==> src/rtl/lcd_master_st_pkg.sv <==
// Shared types for the LCD master Avalon-ST adapters: header FSM states,
// default channel limit helper and the payload-beat layout.
package lcd_master_st_pkg;

  typedef enum logic [1:0] {
    IDLE = 2'd0,
    PASS = 2'd1,
    DROP = 2'd2
  } st_state_e;

  localparam int unsigned LCD_ST_DATA_W    = 8;
  localparam int unsigned LCD_ST_CHANNEL_W = 8;

  // Highest channel representable in w bits; w=32 wraps to all-ones.
  function automatic int unsigned default_max_channel(input int unsigned w);
    return (32'd1 << w) - 32'd1;
  endfunction

  typedef struct packed {
    logic [LCD_ST_DATA_W-1:0]    data;
    logic                        sop;
    logic                        eop;
    logic [LCD_ST_CHANNEL_W-1:0] channel;
  } lcd_st_beat_t;

endpackage

==> src/rtl/lcd_master_st_pipe_reg.sv <==
// One-entry ready/valid register. The caller only asserts load while in_ready
// is high; a take and a load on the same edge reload without a bubble.
module lcd_master_st_pipe_reg #(
  parameter type T = logic [7:0]
) (
  input  logic clk,
  input  logic reset,
  input  logic load,
  input  T     in_beat,
  output logic in_ready,
  input  logic out_ready,
  output logic out_valid,
  output T     out_beat
);

  logic valid_q, valid_d;
  T     beat_q, beat_d;

  always_comb begin
    in_ready = !valid_q || out_ready;
    valid_d  = valid_q && !out_ready;
    beat_d   = beat_q;
    if (load) begin
      valid_d = 1'b1;
      beat_d  = in_beat;
    end
  end

  always_ff @(posedge clk) begin
    if (reset) begin
      valid_q <= 1'b0;
      beat_q  <= '0;
    end else begin
      valid_q <= valid_d;
      beat_q  <= beat_d;
    end
  end

  assign out_valid = valid_q;
  assign out_beat  = beat_q;

endmodule

==> src/rtl/lcd_master_chan_header_adapter.sv <==
// Strips the channel header beat from each packet and tags the payload with it;
// out-of-range packets are dropped and counted, framing errors pulse err_framing.
module lcd_master_chan_header_adapter
  import lcd_master_st_pkg::*;
#(
  parameter int unsigned DATA_W      = 8,
  parameter int unsigned CHANNEL_W   = 8,
  parameter int unsigned MAX_CHANNEL = default_max_channel(CHANNEL_W),
  parameter int unsigned CNT_W       = 16
) (
  input  logic                 clk,
  input  logic                 reset,
  output logic                 in_ready,
  input  logic                 in_valid,
  input  logic [DATA_W-1:0]    in_data,
  input  logic                 in_startofpacket,
  input  logic                 in_endofpacket,
  input  logic                 out_ready,
  output logic                 out_valid,
  output logic [DATA_W-1:0]    out_data,
  output logic                 out_startofpacket,
  output logic                 out_endofpacket,
  output logic [CHANNEL_W-1:0] out_channel,
  output logic                 err_framing,
  output logic [CNT_W-1:0]     drop_count
);

  typedef struct packed {
    logic [DATA_W-1:0]    data;
    logic                 sop;
    logic                 eop;
    logic [CHANNEL_W-1:0] channel;
  } beat_t;

  // Clamp so a limit wider than the channel field simply means "never drop".
  localparam logic [CHANNEL_W-1:0] MAX_CH_L =
    (MAX_CHANNEL >= default_max_channel(CHANNEL_W)) ? {CHANNEL_W{1'b1}}
                                                     : CHANNEL_W'(MAX_CHANNEL);

  st_state_e            state_q, state_d;
  logic [CHANNEL_W-1:0] chan_q, chan_d;
  logic                 sop_pend_q, sop_pend_d;
  logic                 err_q, err_d;
  logic [CNT_W-1:0]     cnt_q, cnt_d;
  logic [CHANNEL_W-1:0] hdr_ch;
  logic                 pipe_ready, load, accept;
  beat_t                beat_in, beat_out;

  always_comb begin
    hdr_ch     = in_data[CHANNEL_W-1:0];
    in_ready   = (state_q == PASS) ? pipe_ready : 1'b1;
    accept     = in_valid && in_ready;
    state_d    = state_q;
    chan_d     = chan_q;
    sop_pend_d = sop_pend_q;
    err_d      = 1'b0;
    cnt_d      = cnt_q;
    load       = 1'b0;
    beat_in.data    = in_data;
    beat_in.sop     = sop_pend_q;
    beat_in.eop     = in_endofpacket;
    beat_in.channel = chan_q;

    if (accept) begin
      if (in_startofpacket) begin
        // A header outside IDLE abandons the current packet but is still honoured.
        err_d = (state_q != IDLE);
        if (in_endofpacket) begin
          err_d   = 1'b1;
          state_d = IDLE;
        end else if (hdr_ch > MAX_CH_L) begin
          state_d = DROP;
          if (cnt_q != '1) cnt_d = cnt_q + CNT_W'(1);
        end else begin
          chan_d     = hdr_ch;
          sop_pend_d = 1'b1;
          state_d    = PASS;
        end
      end else begin
        unique case (state_q)
          IDLE: err_d = 1'b1;
          PASS: begin
            load       = 1'b1;
            sop_pend_d = 1'b0;
            if (in_endofpacket) state_d = IDLE;
          end
          DROP: if (in_endofpacket) state_d = IDLE;
          default: state_d = IDLE;
        endcase
      end
    end
  end

  always_ff @(posedge clk) begin
    if (reset) begin
      state_q    <= IDLE;
      chan_q     <= '0;
      sop_pend_q <= 1'b0;
      err_q      <= 1'b0;
      cnt_q      <= '0;
    end else begin
      state_q    <= state_d;
      chan_q     <= chan_d;
      sop_pend_q <= sop_pend_d;
      err_q      <= err_d;
      cnt_q      <= cnt_d;
    end
  end

  lcd_master_st_pipe_reg #(.T(beat_t)) u_pipe (
    .clk       (clk),
    .reset     (reset),
    .load      (load),
    .in_beat   (beat_in),
    .in_ready  (pipe_ready),
    .out_ready (out_ready),
    .out_valid (out_valid),
    .out_beat  (beat_out)
  );

  assign out_data          = beat_out.data;
  assign out_startofpacket = beat_out.sop;
  assign out_endofpacket   = beat_out.eop;
  assign out_channel       = beat_out.channel;
  assign err_framing       = err_q;
  assign drop_count        = cnt_q;

endmodule

==> config.mk <==
export PLATFORM = sky130hd
export DESIGN_NAME = lcd_master_chan_header_adapter
export DESIGN_NICKNAME = d
export VERILOG_FILES = /design/src/rtl/lcd_master_st_pkg.sv /design/src/rtl/lcd_master_st_pipe_reg.sv /design/src/rtl/lcd_master_chan_header_adapter.sv
export SDC_FILE = /design/constraint.sdc
export NUM_CORES = 1
export LEC_CHECK = 0
export ABC_AREA = 1
export BUFFER_PORTS_ARGS = -buffer_cell sky130_fd_sc_hd__buf_4
export CAP_MARGIN = 25
export CORE_MARGIN = 8
export CORE_UTILIZATION = 43
export CTS_CLUSTER_DIAMETER = 200
export DETAILED_ROUTE_END_ITERATION = 16
export HOLD_SLACK_MARGIN = 0.12
export PLACE_DENSITY = 0.74
export SETUP_SLACK_MARGIN = 0.05
export SYNTH_ARGS = -nofsm -noshare
export SYNTH_HDL_FRONTEND = slang
export SYNTH_HIERARCHICAL = 1
export SYNTH_SLANG_ARGS = --single-unit
==> constraint.sdc <==
create_clock -name clk -period 1.2 [get_ports clk]
set_clock_uncertainty 0.15 [all_clocks]
set_input_delay 0.18 -clock clk [delete_from_list [all_inputs] [get_ports clk]]
set_output_delay 0.18 -clock clk [all_outputs]
set_load 0.02 [all_outputs]
==> run summary, run 1 <==
The run finished, with violations left. The final reports fail on setup timing. The clock insertion delay at the later pin of the skew report is 0.33 ns, and the clock slew at the register clock pins of the worst setup and hold paths is 0.09 ns. The run gives 1330 sq um as the post-synthesis cell area. Placer congestion estimate: 0.837.

The antenna violation net count after detailed routing is 0, and the met1 track utilization from global routing is 15.9%. Summed over its instances, the top area cell type makes up 45.0% of the synthesized netlist area. TritonCTS built the clock tree.

Setup violations remaining at the end of the flow were counted as 31. The logs give 254 for the total number of nets in the final design and 2.19 mm for the detailed placement HPWL. From bottom edge to top edge, the die measures 71.7 um.

The number of maximum-capacitance constraint violations came out at 0. In this run the mean area of a mapped cell was 7.75 sq um. Initial antenna violation count: 0. Once placement finished, the instance area stood at 1620 sq um. The number of distinct library cell variants in the gate-level netlist after synthesis is 21, and the pin count of the biggest net entering global routing is 19. The tools report the via count as 1,342. The post-layout worst setup margin is -0.164 ns, and the antenna diode count is 0. Critical setup path kind: reg2reg. Number of cell instances on the worst register-to-register path: 7. The final hold violation count is 0, and the detail-routed net length per standard cell is 14.6 um. The relative area change from synthesis to final layout was 67.0%. Global routing used 14.9% of the available tracks across all layers.

The worst register-to-register path ends at u_pipe/out_beat[12]. Data arrival time at the worst-slack endpoint: 1.44 ns. After detailed routing, the number of remaining DRC violations is 0. The path class of the tightest hold or removal check is in2reg. The number of iterations in the first detailed-routing pass came out at 6. Dividing the final minimum period by the clock period gives 114%. The largest single stage delay on the critical path is 0.36 ns. The sort of element at the end of the critical path was a flop. The finished cells cover 2230 sq um. Traced cell by cell, the critical path runs through nand2_4 -> nand4_1 -> inv_2 -> buf_12 -> inv_16 -> nor2_2 -> nor2_1.

The highest-delay cell along the critical path was sky130_fd_sc_hd__dfxtp_4. In this run, synthesis produced a sequential element count of 30. VDD sags by at most 0.596 mV. The tools report the number of global-route vias before repair as 1,285. The die is 71.7 um wide. The tools report the final number of max-transition violations as 0. The worst-path maximum fanout was 10. Summed over all cells, the static leakage comes to 1.06 nW.

For hold timing, the worst endpoint is u_pipe/out_beat[8]. The clock buffer count from CTS is 5. The worst setup path is launched from a flop. Counting every instance in the synthesized netlist gives 172. The area inside the core boundary was 3000 sq um; the CTS H-tree depth was 2. The power density over the cells is 966 nW/um^2. For the full die area, the log shows 5140 sq um. Of the cells placed in the final design, the portion with a size suffix greater than 1 is 53.9%.

In this run the critical register-to-register path is launched from u_pipe/out_valid. Global routing finished with a remaining overflow of 0. The iteration-0 DRC count of the detailed router was 84; the worst-case clock buffer depth was 2.

The met2 layer usage reported by global route came out at 24.4%. For this configuration, the core starts out at a cell density of 44.4%. The tools report the library cell used as clock root buffer as sky130_fd_sc_hd__clkbuf_4. The Yosys step of the flow raised 6 warnings. The worst hold path passes through 3 cells. Using the TritonRoute via totals, the vias-per-cell ratio works out to 4.90. Port buffering added 34 buffers.

Setup repair after global routing could not meet its margin everywhere. The first global-routing pass estimated 6.02 mm of wire. The boundary pin count was 51; the fraction of the yosys area taken by sequential cells was 45.0%.

The largest total area in the synthesized netlist belongs to sky130_fd_sc_hd__dfxtp_1. Sink count of the clock tree: 30. The critical path required time came out at 1.28 ns.

The layer with the highest usage is met2. The worst setup slack for register-to-register paths was -0.16 ns; the post-layout total power was 2.15 mW. Derived from the worst setup path, the maximum achievable clock frequency is 0.733 GHz. The shortest period the worst path allows is 1.36 ns. Global routing consumed, on the met3 layer, 5.72% of the routing resources. The worst hold path begins at in_endofpacket. By area the synthesized netlist is led by sky130_fd_sc_hd__dfxtp_1 45%, sky130_fd_sc_hd__nor2_1 15%, sky130_fd_sc_hd__buf_4 9.6%.

After floorplanning, the core was divided into 20 placement rows. The total wirelength of the detailed-routed design is 4.00 mm.
## cell usage in the layout (no fill, tap or decap)
cell type / netlist / routed
sky130_fd_sc_hd__dlygate4sd3_1: 0 / 11
sky130_fd_sc_hd__o21ai_0: 16 / 2
sky130_fd_sc_hd__nor2_8: 2 / 2
sky130_fd_sc_hd__buf_6: 2 / 22
sky130_fd_sc_hd__clkbuf_4: 1 / 5
sky130_fd_sc_hd__inv_2: 3 / 5
sky130_fd_sc_hd__nor2_1: 52 / 30
sky130_fd_sc_hd__inv_1: 13 / 11
sky130_fd_sc_hd__o21ai_1: 3 / 12
sky130_fd_sc_hd__nand2_1: 13 / 9
sky130_fd_sc_hd__nand2_2: 0 / 2
sky130_fd_sc_hd__nand3_2: 0 / 1
sky130_fd_sc_hd__inv_12: 0 / 1
sky130_fd_sc_hd__o21ai_2: 0 / 5
sky130_fd_sc_hd__nand4_1: 9 / 9
sky130_fd_sc_hd__a21oi_2: 1 / 3
sky130_fd_sc_hd__dfxtp_1: 30 / 11
sky130_fd_sc_hd__conb_1: 1 / 16
sky130_fd_sc_hd__dfxtp_4: 0 / 1
sky130_fd_sc_hd__buf_12: 1 / 3
sky130_fd_sc_hd__clkbuf_8: 0 / 3
sky130_fd_sc_hd__nand2_8: 0 / 1
sky130_fd_sc_hd__inv_16: 0 / 1
sky130_fd_sc_hd__buf_16: 0 / 1
sky130_fd_sc_hd__buf_4: 17 / 30
sky130_fd_sc_hd__nand2_4: 0 / 1
sky130_fd_sc_hd__nand3_4: 0 / 1
sky130_fd_sc_hd__nor2_4: 0 / 9
sky130_fd_sc_hd__nor2_2: 1 / 14
sky130_fd_sc_hd__dfxtp_2: 0 / 18
sky130_fd_sc_hd__nor3_2: 0 / 1
## kinds of logic after synthesis
group / count (synthesis) / share of synthesized area [%]
AO/OA/AOI/OAI: 22 / 8.54
buffers and inverters: 39 / 19.0
flip-flops: 30 / 45.0
other: 1 / 0.281
AND/OR/NAND/NOR: 80 / 27.1
## cells in the mapped netlist
master                     number
sky130_fd_sc_hd__clkbuf_4       1
sky130_fd_sc_hd__buf_4         17
sky130_fd_sc_hd__nor2_8         2
sky130_fd_sc_hd__dfxtp_1       30
sky130_fd_sc_hd__o21ai_0       16
sky130_fd_sc_hd__buf_12         1
sky130_fd_sc_hd__buf_6          2
sky130_fd_sc_hd__a21oi_2        1
sky130_fd_sc_hd__inv_1         13
sky130_fd_sc_hd__buf_2          1
sky130_fd_sc_hd__nand2_1       13
sky130_fd_sc_hd__o21ai_1        3
sky130_fd_sc_hd__a21oi_1        2
sky130_fd_sc_hd__nand3_1        2
sky130_fd_sc_hd__inv_8          1
sky130_fd_sc_hd__nand4_1        9
sky130_fd_sc_hd__nor2_1        52
sky130_fd_sc_hd__nor2_2         1
sky130_fd_sc_hd__nor3_1         1
sky130_fd_sc_hd__conb_1         1
sky130_fd_sc_hd__inv_2          3
## area by class of cell
cell class,count,area (sq um)
clock buffer,8,78.8
fill,203,776
inverter,17,80.1
multi-input combinational,118,713
sequential,30,627
tap,33,41.3
timing repair buffer,67,671
timing repair inverter,1,16.3
## worst max-delay path, delay by kind of cell (launching register included)
kind	cells	cell delay, ns
buffers and inverters	3	0.40
flip-flops	1	0.36
AND/OR/NAND/NOR	4	0.34
## report_power, final
part           internal (mW)  switching (mW)
sequential              1.03          0.0261
clock                  0.400           0.341
combinational          0.153           0.204
total                   1.58           0.572
## how the worst max path moves through the flow
stage | from | endpoint | slack (ns) | cells after the start
after floorplan | u_pipe/out_valid | u_pipe/out_beat[1] | -0.08 | 8
after global placement | out_ready | u_pipe/out_beat[15] | -0.05 | 8
after detailed placement | out_ready | u_pipe/out_beat[9] | -0.06 | 8
after CTS | u_pipe/out_valid | in_ready | -0.10 | 4
after global routing | u_pipe/out_valid | u_pipe/out_beat[17] | -0.20 | 7
final | u_pipe/out_valid | u_pipe/out_beat[12] | -0.16 | 7
## per-stage QoR
step           setup slack, ns  utilization (%)  hold WS, ns  setup TNS [ns]  cells
6_report                -0.164             74.2       0.0157           -2.95    274
5_1_grt                 -0.202             74.2      0.00973           -4.76    274
4_1_cts                 -0.105             67.2       -0.122           -1.97    266
3_5_place_dp           -0.0626             53.9        0.229          -0.832    242
3_3_place_gp           -0.0455             53.9        0.232          -0.695    242
2_1_floorplan          -0.0786                -       0.0833          -0.762    187
## repair_timing
item	4_1_cts	5_1_grt
gates resized for setup	58	42
buffers inserted	3	7
hold buffers	10	1
cloned	3	0
pin swaps	9	25
hold endpoints to repair	21	4
endpoints found under the setup margin	44	51
## flip-flops by register name, indices dropped and copies added (netlist names)
name	flops
u_pipe/out_beat	18
sop_pend_q	1
chan_q	8
u_pipe/out_valid	1
err_framing	1
state_q	1
## layer usage
metal | part of all wire, % | wire length (um) | vias up
met5 | 0 | 0 | -
met4 | 3.0 | 119 | 0
met3 | 6.5 | 262 | 11
met2 | 51 | 2060 | 53
met1 | 39 | 1560 | 632
li1 | - | - | 646
(Power assumes the default switching activity.)
==> run 2, diff against run 1 <==
==> constraint.sdc (replaced) <==
create_clock -name clk -period 1.2 [get_ports clk]
set_clock_uncertainty 0.15 [all_clocks]
set_input_delay 0.3 -clock clk [delete_from_list [all_inputs] [get_ports clk]]
set_output_delay 0.3 -clock clk [all_outputs]
set_load 0.02 [all_outputs]
==> run 2 against run 1 <==
  * The flow still finishes with violations (setup timing)
  * Wire length is 8.6% higher
  * Worst setup slack worse by 0.10 ns
  * Core utilization up 2.7 points
  * Die area unchanged
  * Sequential power is essentially flat
  * Critical path depth rose by 2
  * Count of clock-buffer cells in the layout decreased by 1
  * Fmax is 7.1% lower
  * Final cell count is 1.5% higher
  * Hold slack improved by 0.11 ns
  * Design area is 3.7% higher
  * Largest power group unchanged
==> run summary, run 2 (synthesis results as in run 1) <==
The footprint of the multi-input gates was 747 sq um; the final number of max-transition violations was 0. Across all layers, the routed design uses 1,446 vias. Clock tree synthesis inserted a total of 5 buffers. The tightest min-delay check is of the in2reg type. For the global router's overall resource usage, the log shows 15.6%. The relative area change from synthesis to final layout was 73.1%; the total number of nets in the final design was 258.

TritonCTS built the clock tree. The share of final-layout standard cells stronger than drive strength 1 is 56.7%, and the boundary pin count is 51. Dividing the detail-routed via count by the number of cells gives 5.20. After detailed routing, the average wire length per cell comes to 15.6 um. Cell type with the highest occurrence count on the critical path: sky130_fd_sc_hd__nand2_4.

Origin of the worst min-delay path: in_endofpacket. Data arrival time at the worst-slack endpoint: 1.55 ns. For the number of maximum-capacitance constraint violations, the log shows 0.

The count of non-filler cells in the finished layout is 278, and the flip-flop and latch area is 629 sq um. Summed over all nets, the half-perimeter wirelength after detailed placement is 2.24 mm. After layout, the minimum clock period comes to 1.47 ns. The library cells used most frequently in the layout, excluding fill and tap cells, are 32 x sky130_fd_sc_hd__buf_4, 29 x sky130_fd_sc_hd__nor2_1, 26 x sky130_fd_sc_hd__buf_6. The worst setup path is captured at a flop. The critical path goes through nand2_4 -> inv_4 -> nand2_4 -> buf_4 -> buf_6 -> nand2_8 -> nor2_8 -> nor2_1 -> nor2_2.

Setup violations remaining at the end of the flow were counted as 50. The post-layout worst setup margin came out at -0.268 ns. The leading cell type in the layout, fill and taps excluded was sky130_fd_sc_hd__buf_4.

Across the VDD grid, the largest voltage drop is 1.10 mV. Setup total negative slack on the finished layout was measured at -6.55 ns. Measured on the finished design, the core utilization comes to 76.9%. Static timing analysis puts the maximum clock frequency at 0.681 GHz. For the pin count of the biggest net entering global routing, the log shows 19. The effective utilization at floorplan was 44.4%; the aggregate global routing overflow was 0. Together, buffers and inverters on the worst path number 3. The full die area was 5140 sq um.

The tools report the worst-case clock buffer depth as 2. The number of global-route vias before repair was 1,365. The logs give 198 for the number of filler instances in the final layout and 3000 sq um for the area inside the core boundary. On the critical path, the stage with the largest delay is an instance of sky130_fd_sc_hd__dfxtp_4. The final instance area was 2310 sq um; the delay of the slowest critical-path stage was 0.37 ns. Setup repair after global routing could not meet its margin everywhere.

The congestion estimate from routability-driven global placement came to 0.841. 0 antenna diodes ended up in the layout. The flip-flop count of the largest register, all copies and words added is 18, and the cell area after placement is 1620 sq um.

The library cell used as clock root buffer was sky130_fd_sc_hd__clkbuf_4. The logs give 1.28 ns for the critical path required time and 65 for the iteration-0 DRC count of the detailed router. For this run, design rule violations remaining after detail routing come to 0. The tools report the final hold violation count as 0. The worst register-to-register path begins at u_pipe/out_valid. For the antenna violation net count after detailed routing, the log shows 0. The launch point of the worst path is u_pipe/out_valid. The run finished, with violations left.

In the finished design, the share of the clock period the worst path needs comes to 122%. The initial antenna violation count was 0; the pre-CTS setup slack was -0.198 ns. The clock reaches the later pin of the worst-skew pair after 0.35 ns.

The critical setup path kind was reg2reg. In this run the horizontal extent of the chip is 71.7 um. Clock-pin slew was measured on the worst setup and hold paths at 0.11 ns.

The post-layout total power came out at 2.43 mW. The tree built by TritonCTS fans out to 30 sinks. The number of placed instances with taps included was 242.

Floorplan row count: 20. The worst hold slack came out at 0.128 ns. The leakage power is 1.10 nW, and the power density over the cells is 1050 nW/um^2.

The CTS H-tree depth was 2; the first-pass GRT wire length was 6.27 mm. Cell class contributing the biggest share of worst-path delay: simple AND/OR/NAND/NOR gates. In this run the vertical extent of the chip is 71.7 um. Along the worst path, the maximum fanout reaches 8. The checks that failed: setup timing.

The number of input and output port buffers inserted came out at 34. The routed design has 4.35 mm of wire. The number of iterations in the first detailed-routing pass came out at 5. STA classifies the critical path startpoint as a flop.
==> run 2: area by class of cell <==
cell class | count | share of cell area (%)
tap | 33 | 1.79
clock buffer | 7 | 3.31
inverter | 17 | 3.58
clock inverter | 1 | 1.30
timing repair buffer | 69 | 28.7
timing repair inverter | 3 | 1.68
sequential | 30 | 27.3
multi-input combinational | 118 | 32.4
==> run 2: worst min-delay path, cell delays in order <==
cell	delay, ns
sky130_fd_sc_hd__buf_4	0.15
sky130_fd_sc_hd__nor2_4	0.05
sky130_fd_sc_hd__nor2_1	0.07
==> run 2: routing by layer <==
layer / routed length [um] / vias up / track usage [%] / share of wire [%]
li1: - / 660 / - / -
met1: 1640 / 682 / 15.3 / 38
met2: 2220 / 81 / 28.5 / 51
met3: 344 / 23 / 6.42 / 7.9
met4: 146 / 0 / 5.90 / 3.4
met5: 0 / - / 0 / 0
==> run 2: final timing paths <==
kind | slack, ns | depth (start not counted) | end
max | -0.27 | 9 | chan_q[2]
min | 0.13 | 3 | u_pipe/out_beat[8]
max reg2reg | -0.27 | 9 | chan_q[2]
min reg2reg | 0.35 | 2 | u_pipe/out_beat[9]
==> run 2: repair_timing <==
| item | 4_1_cts | 5_1_grt |
|---|---|---|
| endpoints found under the setup margin | 50 | 51 |
| pin swaps | 9 | 30 |
| setup buffers | 8 | 8 |
| cloned | 4 | 1 |
| hold endpoints to repair | 11 | 0 |
| hold buffers | 9 | 0 |
| resized for setup | 78 | 40 |
==> run 2: power by group <==
part	total [mW]	switching (mW)	internal, mW	leakage [nW]
clock network	1.00	0.379	0.622	0.0567
registers	1.06	0.0292	1.03	0.254
logic	0.369	0.216	0.153	0.789
total	2.43	0.625	1.80	1.10
